[config.mk]
export PLATFORM = sky130hd
export DESIGN_NAME = alt_enable
export DESIGN_NICKNAME = d
export VERILOG_FILES = /design/src/rtl/alt_enable_pkg.sv /design/src/rtl/alt_enable.sv
export SDC_FILE = /design/constraint.sdc
export NUM_CORES = 1
export LEC_CHECK = 0
export ABC_AREA = 1
export BUFFER_PORTS_ARGS = -buffer_cell sky130_fd_sc_hd__buf_2
export CORE_MARGIN = 8
export CORE_UTILIZATION = 45
export CTS_CLUSTER_DIAMETER = 80
export DETAILED_ROUTE_END_ITERATION = 8
export PLACE_DENSITY = 0.75
export SETUP_SLACK_MARGIN = 0.2
export SLEW_MARGIN = 30
export SYNTH_ARGS = -nofsm -noshare
export SYNTH_HDL_FRONTEND = slang
export SYNTH_SLANG_ARGS = --single-unit
[constraint.sdc]
create_clock -name clk -period 2.1 [get_ports clk]
set_clock_uncertainty 0.1 [all_clocks]
set_input_delay 0.315 -clock clk [delete_from_list [all_inputs] [get_ports clk]]
set_output_delay 0.315 -clock clk [all_outputs]
set_load 0.02 [all_outputs]
[src/rtl/alt_enable_pkg.sv]
// alt_enable_pkg: shared widths, RAM mode codes, empty-PID marker and walk states
package alt_enable_pkg;
  localparam int ADDRESS_BITS = 8;
  localparam int DATA_BITS = 16;
  localparam logic RAM_READ = 1'b0;
  localparam logic RAM_WRITE = 1'b1;
  localparam int EMPTY_PID = 0;
  typedef enum logic [2:0] {
    IDLE,
    LIST_READ,
    CHAN_READ,
    CHECK,
    DONE
  } state_t;
endpackage

[src/rtl/alt_enable.sv]
// alt_enable: walks an ALT channel list, parks rxPid on empty channels and summarises waiting senders
//   clk, reset (sync, active-low)   enabled: level start, low returns to idle
//   finished: all channels processed, held until enabled falls
//   address/readWriteMode/dataIn: RAM request (combinational); dataOut: RAM read data, one cycle late
//   listBase/channelCount: channel-address list; rxPid: receiving process
//   altReady/readyChannel/readyCount: ready summary for the scheduler
module alt_enable
  import alt_enable_pkg::*;
#(
  parameter int addrBits = ADDRESS_BITS,
  parameter int dataBits = DATA_BITS
) (
  input  logic                clk,
  input  logic                reset,
  input  logic                enabled,
  output logic                finished,
  output logic [addrBits-1:0] address,
  output logic                readWriteMode,
  input  logic [dataBits-1:0] dataOut,
  output logic [dataBits-1:0] dataIn,
  input  logic [addrBits-1:0] listBase,
  input  logic [addrBits-1:0] channelCount,
  input  logic [addrBits-1:0] rxPid,
  output logic                altReady,
  output logic [addrBits-1:0] readyChannel,
  output logic [addrBits-1:0] readyCount
);
  state_t state;
  logic [addrBits-1:0] index;
  logic [addrBits-1:0] rChannel;
  logic [addrBits-1:0] pid;
  logic isEmpty;
  logic isWrite;
  logic isReady;
  logic unusedHigh;
  assign unusedHigh = ^dataOut[dataBits-1:addrBits];
  always_comb begin
    pid = dataOut[addrBits-1:0];
    isEmpty = pid == addrBits'(EMPTY_PID);
    isWrite = state == CHECK && isEmpty;
    isReady = !isEmpty && pid != rxPid;
    address = state == LIST_READ ? listBase + index :
              state == CHAN_READ ? pid :
              state == CHECK     ? rChannel : '0;
    readWriteMode = isWrite ? RAM_WRITE : RAM_READ;
    dataIn = isWrite ? {{(dataBits-addrBits){1'b0}}, rxPid} : '0;
  end
  // finished is raised on the edge that enters DONE so the count-0 case completes in one cycle
  always_ff @(posedge clk) begin
    if (!reset) begin
      state <= IDLE;
      index <= '0;
      rChannel <= '0;
      finished <= 1'b0;
      altReady <= 1'b0;
      readyChannel <= '0;
      readyCount <= '0;
    end else if (!enabled) begin
      state <= IDLE;
      index <= '0;
      finished <= 1'b0;
    end else begin
      case (state)
        IDLE: begin
          altReady <= 1'b0;
          readyChannel <= '0;
          readyCount <= '0;
          index <= '0;
          finished <= channelCount == '0;
          state <= channelCount == '0 ? DONE : LIST_READ;
        end
        LIST_READ: state <= CHAN_READ;
        CHAN_READ: begin
          rChannel <= pid;
          state <= CHECK;
        end
        CHECK: begin
          if (isReady) begin
            if (readyCount != '1) readyCount <= readyCount + 1'b1;
            if (!altReady) readyChannel <= rChannel;
            altReady <= 1'b1;
          end
          index <= index + 1'b1;
          finished <= index == channelCount - 1'b1;
          state <= index == channelCount - 1'b1 ? DONE : LIST_READ;
        end
        DONE: finished <= 1'b1;
        default: state <= IDLE;
      endcase
    end
  end
endmodule
==> run metrics <==
status finished, violations left; failing checks setup timing; hold_buf cts 0; Clk pwr share about 33%; RSZ-0062 raised after global routing true; fraction of layout cells with a size suffix above 1 31.3%; Synth Area per Inst 6.41 sq um; fin. max-slew vios 0; area of the core 5780 sq um; Nets 553; Worst Hold Class input pin to flip-flop; clock buffer depth 2; power density cells 436 nW/um^2; clock root cell clkbuf_8; Seq pwr share 46.9%; crit path kind flip-flop to output pin; Seq/Total Area, Yosys 28.3%; Post-DP HPWL 5770 um; Int Pwr around 1.1 mW; CTS Buf Count 5; period utilization 114%; hold path depth 3; Comb pwr share approximately 20%; Post-Route Setup TNS -0.859 ns; R2R depth 10; Mapped Cells 409; initial core utilization between 40% and 50%; die area between 8000 and 9000 sq um; per-cell routed wire length 13.6 um; Sw Pwr 0.439 mW; reg2reg setup slack 0.36 ns; Die Ht 92.3 um; vias in the first global route 2814; CTS tree built; largest net degree at the start of global routing 17; pre-CTS setup slack -0.0875 ns; Critical Path Fanout Max 2; GRT overflow 0; Fmax 0.417 GHz; Total Routing Usage GR 18.3%; later-pin clock latency in the skew report 0.29 ns; Critical Path RT between 1.5 and 2 ns; Unique masters post-synth 30; Worst VDD drop 0.390 mV; Synth Cell Area 2620 sq um; sw frac roughly 29%; critical path launch point type flip-flop; area grow syn2layout 33.2%; drt pass-1 iters 5; Worst Hold Slack 0.256 ns; Vias/cell 5.10; Top-Level Pins 86; Worst-path clk slew 0.07 ns; fin crit period 2.40 ns; H-tree depth 2; endpoints failing hold 0; initial antenna violation count 0; post-route setup slack -0.298 ns; global-route wire length before repair 13000 um; Final setup viols 5; Die X around 92 um; drt total wl 7780 um; drt drc 0; number of routed nets with antenna violations 0; Leakage 1.62 nW; Crit. End Element output pin; GP Congestion 0.821; Yosys warning total 0; Clock Sinks 37; Critical Path AT 1.98 ns; Synth Register Bits 37; via count 2920; antenna cell count 0; Std-Cell Rows 28; DR iter-0 viols around 160; IO Port Bufs 69; maximum capacitance violations 0
## power groups by stage
stage	combinational (mW)	sequential, mW	clock (mW)
after floorplan	0.183	0.735	0
after global placement	0.268	0.731	0
after detailed placement	0.273	0.731	0
after CTS	0.296	0.716	0.521
after global routing	0.337	0.715	0.549
final	0.302	0.714	0.506
## Yosys cell counts, drive strengths merged
cell / number / area, sq um
a211oi: 1 / 7.51
a21oi: 47 / 235
a221oi: 2 / 17.5
a31o: 1 / 8.76
buf: 13 / 83.8
clkbuf: 1 / 3.75
clkinv: 1 / 3.75
conb: 1 / 3.75
dfxtp: 37 / 741
fa: 1 / 20.0
ha: 11 / 138
inv: 54 / 203
nand2: 94 / 370
nand3: 36 / 185
nand4: 2 / 12.5
nor2: 54 / 205
nor3: 8 / 40.0
o21ai: 19 / 106
or2: 2 / 12.5
xnor2: 14 / 123
xnor3: 1 / 22.5
xor2: 9 / 78.8
## layout make-up
| class | instances | area [sq um] |
|---|---|---|
| Clock buffer | 7 | 86.3 |
| Fill cell | 556 | 2290 |
| Inverter | 55 | 210 |
| Multi-Input combinational cell | 310 | 1780 |
| Sequential cell | 37 | 759 |
| Tap cell | 75 | 93.8 |
| Timing Repair Buffer | 89 | 561 |
## worst paths after layout
kind,start,to
setup / recovery,index[0],address[6]
hold / removal,dataOut[1],rChannel[1]
setup reg to reg,readyCount[0],readyCount[0]
hold reg to reg,rChannel[6],rChannel[6]
## kinds of logic after synthesis
logic type	count (synthesis)	synth area share, %
fa+ha+maj	12	6.01
simple gates	196	31.5
flops	37	28.3
compound gates	70	14.3
buf+inv	69	11.2
other cells	1	0.143
xor+xnor	24	8.54
## state kept, by name, indices dropped and copies added (netlist names)
signal        flops
index             8
rChannel          8
readyCount        8
altReady          1
finished          1
state             3
readyChannel      8
## critical path, cell delays in order (launching register included)
cell and delay, ns:
dfxtp_4 0.37, ha_4 0.13, inv_2 0.03, fa_2 0.33, inv_2 0.07, nand3_2 0.08
nand2_2 0.07, nand2_2 0.06, nand2_2 0.06, a21oi_2 0.05, xnor2_1 0.17, nand2_1 0.08
nand2_2 0.07, buf_6 0.11
## through the flow
stage	instances	cell area, sq um	total power [mW]	util (%)
3_3_place_gp	558	3120	0.998	53.9
3_5_place_dp	558	3120	1.00	53.9
5_1_grt	573	3490	1.60	60.4
2_1_floorplan	416	2680	0.917	-
4_1_cts	572	3420	1.53	59.1
6_report	573	3490	1.52	60.4
## layout by cell type (no fill, tap or decap), drive strengths merged
cell type / n
nand2: 94
a21oi: 47
fa: 1
nor3: 8
nand3: 36
xnor3: 1
xor2: 9
ha: 11
a221oi: 2
xnor2: 14
nor2: 54
inv: 54
clkbuf: 7
conb: 8
a31o: 1
dfxtp: 37
o21ai: 19
or2: 2
clkinv: 1
nand4: 2
buf: 89
a211oi: 1
## routing by layer
metal  global-route usage (%)  routed length, um  up-vias
met5                        0                  0        -
met4                     4.70                136        0
met3                     4.69                492       14
met2                     33.2               3940      102
met1                     20.6               3210     1335
li1                         -                  -     1469
## what timing repair did
item,in CTS,in global routing
setup buffers,7,1
pin swaps,13,9
endpoints found under the setup margin,17,20
resized for setup,43,25
(Power assumes the default switching activity.)
